### src/rtl/speed_ramp_if.sv
// Purpose : bundles the duty-ramp request/estop inputs and the duty/status
//           outputs of speed_ramp_ctrl into one port.
// Signals : target, target_valid, estop (master -> slave);
//           duty, busy, at_target (slave -> master).
`timescale 1ns/1ps
interface speed_ramp_if #(
   parameter int unsigned WIDTH = 4
);
   logic [WIDTH-1:0] target;
   logic             target_valid;
   logic             estop;
   logic [WIDTH-1:0] duty;
   logic             busy;
   logic             at_target;

   modport master (
      output target, target_valid, estop,
      input  duty, busy, at_target
   );

   modport slave (
      input  target, target_valid, estop,
      output duty, busy, at_target
   );
endinterface

### src/rtl/speed_ramp_ctrl.sv
// Purpose : rate-limits duty-code changes for the pwm block. The duty code
//           moves one LSB toward the requested target every STEP_CYCLES
//           clocks, and an emergency stop forces duty to 0 at once.
// Ports   : clk          system clock, rising edge
//           rst          asynchronous, active-low reset
//           bus (slave)  target/target_valid/estop in; duty/busy/at_target out
//                        (all outputs registered)
`timescale 1ns/1ps
module speed_ramp_ctrl #(
   parameter int unsigned WIDTH       = 4,
   parameter int unsigned STEP_CYCLES = 256
) (
   input  logic         clk,
   input  logic         rst,
   speed_ramp_if.slave  bus
);

   localparam int unsigned CW = $clog2(STEP_CYCLES);
   localparam logic [CW-1:0] CNT_LAST = CW'(STEP_CYCLES - 1);

   typedef enum logic [1:0] {IDLE, UP, DOWN, STOP} state_t;

   state_t           state, nxt_state;
   logic [WIDTH-1:0] duty_q, nxt_duty;
   logic [WIDTH-1:0] target_q, nxt_target_q;
   logic [CW-1:0]    cnt, nxt_cnt;
   logic             busy_q, at_q;
   logic [WIDTH-1:0] eff;

   // Next-state logic; direction is recomputed from the effective target
   // every cycle so a retarget reverses the ramp without disturbing cadence.
   always_comb begin
      eff          = bus.target_valid ? bus.target : target_q;
      nxt_state    = state;
      nxt_duty     = duty_q;
      nxt_cnt      = cnt;
      nxt_target_q = eff;

      if (bus.estop) begin
         nxt_state    = STOP;
         nxt_duty     = '0;
         nxt_target_q = '0;
         nxt_cnt      = '0;
      end else begin
         case (state)
            IDLE: begin
               nxt_cnt = '0;
               if (eff > duty_q)      nxt_state = UP;
               else if (eff < duty_q) nxt_state = DOWN;
            end
            UP, DOWN: begin
               if (eff == duty_q) begin
                  nxt_state = IDLE;
                  nxt_cnt   = '0;
               end else begin
                  nxt_state = (eff > duty_q) ? UP : DOWN;
                  if (cnt == CNT_LAST) begin
                     nxt_cnt  = '0;
                     nxt_duty = (eff > duty_q) ? duty_q + WIDTH'(1)
                                               : duty_q - WIDTH'(1);
                     if (nxt_duty == eff) nxt_state = IDLE;
                  end else begin
                     nxt_cnt = cnt + CW'(1);
                  end
               end
            end
            STOP: begin
               nxt_state = IDLE;
               nxt_duty  = '0;
               nxt_cnt   = '0;
            end
            default: begin
               nxt_state = IDLE;
            end
         endcase
      end
   end

   // State and output registers; status flags follow the next state.
   always_ff @(posedge clk or negedge rst) begin
      if (!rst) begin
         state    <= IDLE;
         duty_q   <= '0;
         target_q <= '0;
         cnt      <= '0;
         busy_q   <= 1'b0;
         at_q     <= 1'b1;
      end else begin
         state    <= nxt_state;
         duty_q   <= nxt_duty;
         target_q <= nxt_target_q;
         cnt      <= nxt_cnt;
         busy_q   <= (nxt_state == UP) || (nxt_state == DOWN);
         at_q     <= (nxt_state == IDLE);
      end
   end

   assign bus.duty      = duty_q;
   assign bus.busy      = busy_q;
   assign bus.at_target = at_q;

endmodule
### src/flat_wrapper.sv
// flat-port wrapper written by rule: the top's interface ports become plain ports
module speed_ramp_ctrl_flat 
#(
   parameter int unsigned WIDTH       = 4,
   parameter int unsigned STEP_CYCLES = 256
)
  (clk, rst, bus_target, bus_target_valid, bus_estop, bus_duty, bus_busy, bus_at_target);
  speed_ramp_if #(.WIDTH(WIDTH)) bus_i ();
  input  logic clk;
  input  logic rst;
  input wire logic [$bits(bus_i.target)-1:0] bus_target;
  input wire logic [$bits(bus_i.target_valid)-1:0] bus_target_valid;
  input wire logic [$bits(bus_i.estop)-1:0] bus_estop;
  output wire logic [$bits(bus_i.duty)-1:0] bus_duty;
  output wire logic [$bits(bus_i.busy)-1:0] bus_busy;
  output wire logic [$bits(bus_i.at_target)-1:0] bus_at_target;
  assign bus_i.target = bus_target;
  assign bus_i.target_valid = bus_target_valid;
  assign bus_i.estop = bus_estop;
  assign bus_duty = bus_i.duty;
  assign bus_busy = bus_i.busy;
  assign bus_at_target = bus_i.at_target;
  speed_ramp_ctrl #(.WIDTH(WIDTH), .STEP_CYCLES(STEP_CYCLES)) u_core (.clk(clk), .rst(rst), .bus(bus_i));
endmodule
### config.mk
export PLATFORM = sky130hd
export DESIGN_NAME = speed_ramp_ctrl_flat
export DESIGN_NICKNAME = d
export VERILOG_FILES = /design/src/rtl/speed_ramp_if.sv /design/src/rtl/speed_ramp_ctrl.sv /design/src/flat_wrapper.sv
export SDC_FILE = /design/constraint.sdc
export NUM_CORES = 1
export LEC_CHECK = 0
export ABC_CLOCK_PERIOD_IN_PS = 3460
export BUFFER_PORTS_ARGS = -buffer_cell sky130_fd_sc_hd__buf_4
export CORE_AREA = 2 2 67 69
export DETAILED_ROUTE_END_ITERATION = 8
export DIE_AREA = 0 0 69 71
export PLACE_DENSITY = 0.53
export SLEW_MARGIN = 10
export SYNTH_ARGS = -nofsm -noshare
export SYNTH_HDL_FRONTEND = slang
export SYNTH_SLANG_ARGS = --single-unit
### constraint.sdc
create_clock -name clk -period 3.46 [get_ports clk]
set_input_delay 0.346 -clock clk [delete_from_list [all_inputs] [get_ports clk]]
set_output_delay 0.346 -clock clk [all_outputs]
set_load 0.02 [all_outputs]
# After elaboration in Yosys (flattened, before gate mapping)
# Index checks and enable logic that the tools add are counted.
word_totals:
  input_bits: 8
  register_bits: 20
  out_inout_bits: 6
op_classes:
  n_addsub: 3
  eq_ne: 10
  mux: 19
  reduce_logical: 7
  magnitude_cmp: 2
op_table:
  columns: ["operator", "count"]
  rows:
  - ["two-way mux 4 bit", 6]
  - ["two-way mux 8 bit", 3]
  - ["case mux 8 bit (2 select lines)", 1]
  - ["two-way mux 2 bit", 7]
  - ["adder 8 x 1 -> 8 bit (second input constant)", 1]
  - ["equality test 4 bit", 2]
  - ["equality test 8 bit (second input constant)", 1]
  - ["case mux 4 bit (2 select lines)", 1]
  - ["equality test 2 bit (second input constant)", 3]
  - ["case mux 2 bit (3 select lines)", 1]
  - ["adder 4 x 1 -> 4 bit (second input constant)", 1]
  - ["equality test 2 x 1 -> 1 bit (second input constant)", 2]
  - ["greater-than comparator 4 bit", 1]
  - ["zero test 2 bit", 2]
  - ["less-than comparator 4 bit", 1]
  - ["OR reduction 2 bit", 2]
  - ["subtractor 4 x 1 -> 4 bit (second input constant)", 1]
  - ["!= test 3 x 2 -> 1 bit (second input constant)", 1]
  - ["!= test 3 bit (second input constant)", 1]
  - ["AND reduction 3 bit", 1]
  - ["nonzero test 3 bit", 1]
  - ["logical OR 1 bit", 1]

# Logic depth before layout (Yosys ltp)
logic_depth:
  depth_word: 11
  depth_mapped: 16

# Worst setup path before layout
# OpenSTA, ideal clock, no wires.
synth_path:
  kind: "in2reg"
  from: "input port bus_target_valid"
  to: "register u_core.busy_q, in the netlist u_core.bus.busy"
  arrival_ns: 3.531
  setup_slack_ns: -0.197
  stages: 16
  setup_ns: 0.126
  path_cell_list: "buf_4 > mux2i_1 > inv_1 > ha_1 > nor2b_1 > o211ai_1 > nand2_1 > nand2_1 > inv_1 > fa_1 > xor2_1 > xor2_1 > or4_4 > o2111ai_1 > and3b_1 > ha_1"
synth_via:
  elab_chain_len: 11
  elab_cells_between_ends: 17
synth_lines:
  columns: ["element", "line_no", "rtl"]
  rows:
  - ["start: declaration", "flat_wrapper.sv:12", "input wire logic [$bits(bus_i.target_valid)-1:0] bus_target_valid;"]
  - ["two-way mux 4 bit *", "speed_ramp_ctrl.sv:33", "eff = bus.target_valid ? bus.target : target_q;"]
  - ["greater-than comparator 4 bit", "speed_ramp_ctrl.sv:48, speed_ramp_ctrl.sv:56, speed_ramp_ctrl.sv:59", null]
  - ["two-way mux 4 bit", "speed_ramp_ctrl.sv:59", "nxt_duty = (eff > duty_q) ? duty_q + WIDTH'(1)"]
  - ["equality test 4 bit", "speed_ramp_ctrl.sv:61", "if (nxt_duty == eff) nxt_state = IDLE;"]
  - ["two-way mux 2 bit", "speed_ramp_ctrl.sv:61", null]
  - ["two-way mux 2 bit", "speed_ramp_ctrl.sv:57", "if (cnt == CNT_LAST) begin"]
  - ["two-way mux 2 bit", "speed_ramp_ctrl.sv:52", "if (eff == duty_q) begin"]
  - ["case mux 2 bit (3 select lines) *", "speed_ramp_ctrl.sv:45", "case (state)"]
  - ["two-way mux 2 bit *", "speed_ramp_ctrl.sv:39", "if (bus.estop) begin"]
  - ["equality test 2 x 1 -> 1 bit or equality test 2 bit (tied branches)", "speed_ramp_ctrl.sv:93", "busy_q <= (nxt_state == UP) || (nxt_state == DOWN);"]
  - ["logical OR 1 bit *", "speed_ramp_ctrl.sv:93", null]
  - ["end signal: assignment", "speed_ramp_ctrl.sv:93", null]
  - ["end: declaration", "speed_ramp_ctrl.sv:27", "logic busy_q, at_q;"]
# Every way passes the cells marked *; elsewhere a longest branch is shown, timed or not.
# A chain may end at the register's enable or synchronous reset.

# Worst setup path in the final report
layout_path:
  from: "register u_core.target_q[1]"
  to: "register u_core.busy_q, in the netlist u_core.bus.busy"
layout_via:
  elab_chain_len: 11
  elab_cells_between_ends: 17
layout_lines:
  columns: ["element", "line_no", "rtl"]
  rows:
  - ["start: declaration", "speed_ramp_ctrl.sv:25", "logic [WIDTH-1:0] target_q, nxt_target_q;"]
  - ["start signal: assignment", "speed_ramp_ctrl.sv:91", "target_q <= nxt_target_q;"]
  - ["two-way mux 4 bit *", "speed_ramp_ctrl.sv:33", null]
  - ["greater-than comparator 4 bit", "speed_ramp_ctrl.sv:48, speed_ramp_ctrl.sv:56, speed_ramp_ctrl.sv:59", null]
  - ["two-way mux 4 bit", "speed_ramp_ctrl.sv:59", null]
  - ["equality test 4 bit", "speed_ramp_ctrl.sv:61", null]
  - ["two-way mux 2 bit", "speed_ramp_ctrl.sv:61", null]
  - ["two-way mux 2 bit", "speed_ramp_ctrl.sv:57", null]
  - ["two-way mux 2 bit", "speed_ramp_ctrl.sv:52", null]
  - ["case mux 2 bit (3 select lines) *", "speed_ramp_ctrl.sv:45", null]
  - ["two-way mux 2 bit *", "speed_ramp_ctrl.sv:39", null]
  - ["equality test 2 x 1 -> 1 bit or equality test 2 bit (tied branches)", "speed_ramp_ctrl.sv:93", null]
  - ["logical OR 1 bit *", "speed_ramp_ctrl.sv:93", null]
# Marks and branches as above.

==> metrics.cfg <==
[status]
status=finished clean

[worst_hold_path]
hold_depth=2
worstHoldPathType=input pin to flop
min_from=bus_estop
holdPathEnd=u_core.target_q[2]

[setup_path]
reg2reg_slack_ps=3
critPathMaxFanout=2
critPathCaptureType=flop
worstSetupPathType=flop to flop
arrival_ps=3600
worst-r2r-cell-count=14
crit_path_start_kind=flop
timing.rr.start=u_core.target_q[1]
r2r-end=u_core.bus.busy
cp.required_ps=3600

[sta]
slew_viol_final=0
skew_ps=8.35
hold_viol=0
max_freq_mhz=289
slew_headroom=0.760
finalCritPeriodShare=0.999
setup_violations=0
tightest_slew_ps=357
finalCriticalPeriod_ps=3460

[drt]
num_vias=984
drtIter0Drc=19
first_pass_iters=4
drc=0
antenna_left=0
wire_per_inst_um=14.2
routed_wl_mm=2.94
viasPerCell=4.75

[placed_design]
dpl-instance-area_um2=1490
place_congestion=0.884
dp_hpwl_mm=2.16
portBuffers=13

[synth]
synth_warnings=0
syn-instance-count=121
syn-cell-area_um2=1210
yosysSeqAreaShare=0.414
ys_types=38
synth_nets=140
syn_avg_cell_area_um2=10.0
synth_seq_cells=20

[finish]
final_area_um2=1660
drive_gt1_frac=0.355
fillers=420
mostFrequentLayoutCells=buf_4 (30), dfrtp_1 (19), nor2_1 (13), inv_1 (11)
nNetsFinal=175
post-route-util=0.395
final_common_cell=buf_4
syn2layout_area_growth_pct=37.2
diodes=0

[floorplan]
core_um2=4200
start_util=0.288
io-pin-count=14
die_height_um=71
die-area_um2=4900
row_count=24
dieWidth_um=69

[clocking]
htree_levels=1
cts_tree=built
clk_pin_slew_worst_paths_ps=70
cts-root-buf=clkbuf_8
numCtsBuffers=3
clk_path_buf_depth=2
clock_latency_ps=260
cts_sinks=20

[global_routing]
grt_usage=0.126
antenna_found_initial=0
overflow=0
grt_pass1_vias=1085
grt_pass1_wl_mm=4.92
grt_max_degree=21

[flow_run]
cap_viol_max_count=0

[power]
power.density_nw_per_um2=461
leakagePower_nw=0.766
vdd_drop_max_mv=0.233

[flip-flops by register name (all words and copies together) (netlist names)]
signal	flops
u_core.bus.busy	1
u_core.state	2
u_core.bus.duty	4
u_core.target_q	4
u_core.cnt	8
u_core.bus.at_target	1
[cell type report]
cell class | instances | area [um2] | area share
Clock buffer | 3 | 41.3 | 0.0248
Clock inverter | 1 | 30.0 | 0.0181
Inverter | 13 | 48.8 | 0.0294
Multi-Input combinational cell | 87 | 739 | 0.445
Sequential cell | 20 | 502 | 0.302
Tap cell | 52 | 65.1 | 0.0392
Timing Repair Buffer | 31 | 235 | 0.142
[critical path, stage by stage (launching register included)]
cell and delay, ps:
dfrtp_1 410, mux2i_4 170, inv_2 60, ha_4 210
nor2b_4 120, o211ai_1 280, nand2_1 160, nand2_2 100
inv_2 50, fa_2 550, xor2_1 80, or4_4 540
o2111ai_4 200, and3b_1 180, ha_1 220
[per-stage QoR]
step           total power, W  setup TNS, ps  worst slack [ps]  std cells  hold slack [ps]
4_1_cts              0.000746              0              9.84        203              310
6_report             0.000766              0              2.95        207              316
5_1_grt              0.000813          -61.1             -61.1        207              315
2_1_floorplan        0.000405          -16.8             -16.8        121             50.4
3_3_place_gp         0.000488          -65.8             -65.8        197              241
3_5_place_dp         0.000497           -175              -164        197              248
[metal layers]
metal  routed length (um)  vias to the layer above  share of wire  track usage
li1                     -                      481              -            -
met1                 1200                      480           0.41        0.150
met2                 1590                       17           0.54        0.220
met3                   94                        6          0.032       0.0256
met4                   54                        0          0.018       0.0545
met5                    0                        -              0            0
[worst max-delay path by stage]
stage	endpoint	cells after the start	slack, ps	startpoint
finish	u_core.bus.busy	14	3	u_core.target_q[1]
global route	u_core.bus.busy	13	-60	u_core.bus.duty[1]
CTS	u_core.bus.busy	14	10	u_core.target_q[1]
detailed placement	u_core.bus.busy	16	-160	bus_target_valid
global placement	u_core.bus.busy	16	-70	bus_target_valid
floorplan	u_core.bus.busy	15	-20	bus_target_valid
[kinds of logic (layout without fill, tap and decap cells)]
logic type	after synthesis	in the layout	share of synthesized area
compound gates	21	21	0.126
mux	4	4	0.0331
buf+inv	14	48	0.0465
fa+ha+maj	11	11	0.120
xor+xnor	10	10	0.0723
flops	20	20	0.414
simple gates	41	41	0.188
[synth_stat cells]
cell,count,area share
or3_1,2,0.010
xnor2_1,5,0.036
ha_1,10,0.10
nand3b_1,2,0.012
nand3_2,1,0.0083
a21oi_1,4,0.017
inv_1,13,0.040
buf_4,1,0.0062
a21o_1,2,0.012
a211o_1,1,0.0072
o211ai_1,2,0.012
and3_1,1,0.0052
or3_2,1,0.0062
xor2_1,5,0.036
nand4_1,1,0.0052
nand2b_1,1,0.0052
dfstp_2,1,0.022
and3b_1,2,0.014
o21ai_0,4,0.017
o31ai_1,1,0.0062
a2bb2oi_2,1,0.012
and2b_2,1,0.0072
nor2b_1,1,0.0052
or2b_1,1,0.0062
mux2i_1,4,0.033
dfrtp_1,19,0.39
o2111ai_1,2,0.014
nand2_1,9,0.028
and4_1,1,0.0072
nor2_1,13,0.040
or3_4,1,0.0093
o21ba_2,1,0.0083
nand3_1,2,0.0083
or4_4,1,0.0093
a22oi_1,1,0.0062
fa_1,1,0.017
o21a_1,1,0.0062
o31a_1,1,0.0072
[what timing repair did]
action / 4_1_cts / 5_1_grt
hold buffers: 1 / 0
endpoints found under the hold margin: 19 / 0
pin swaps: 2 / 7
buffers inserted: 1 / 4
cloned: 0 / 0
endpoints found under the setup margin: 1 / 2
resized for setup: 1 / 7
[power breakdown]
part           switching, W  internal, W
Clock             0.0000806     0.000154
Sequential        0.0000135     0.000256
Combinational      0.000137     0.000125
Total              0.000231     0.000535
No activity file was read; power rests on OpenSTA's default activity.
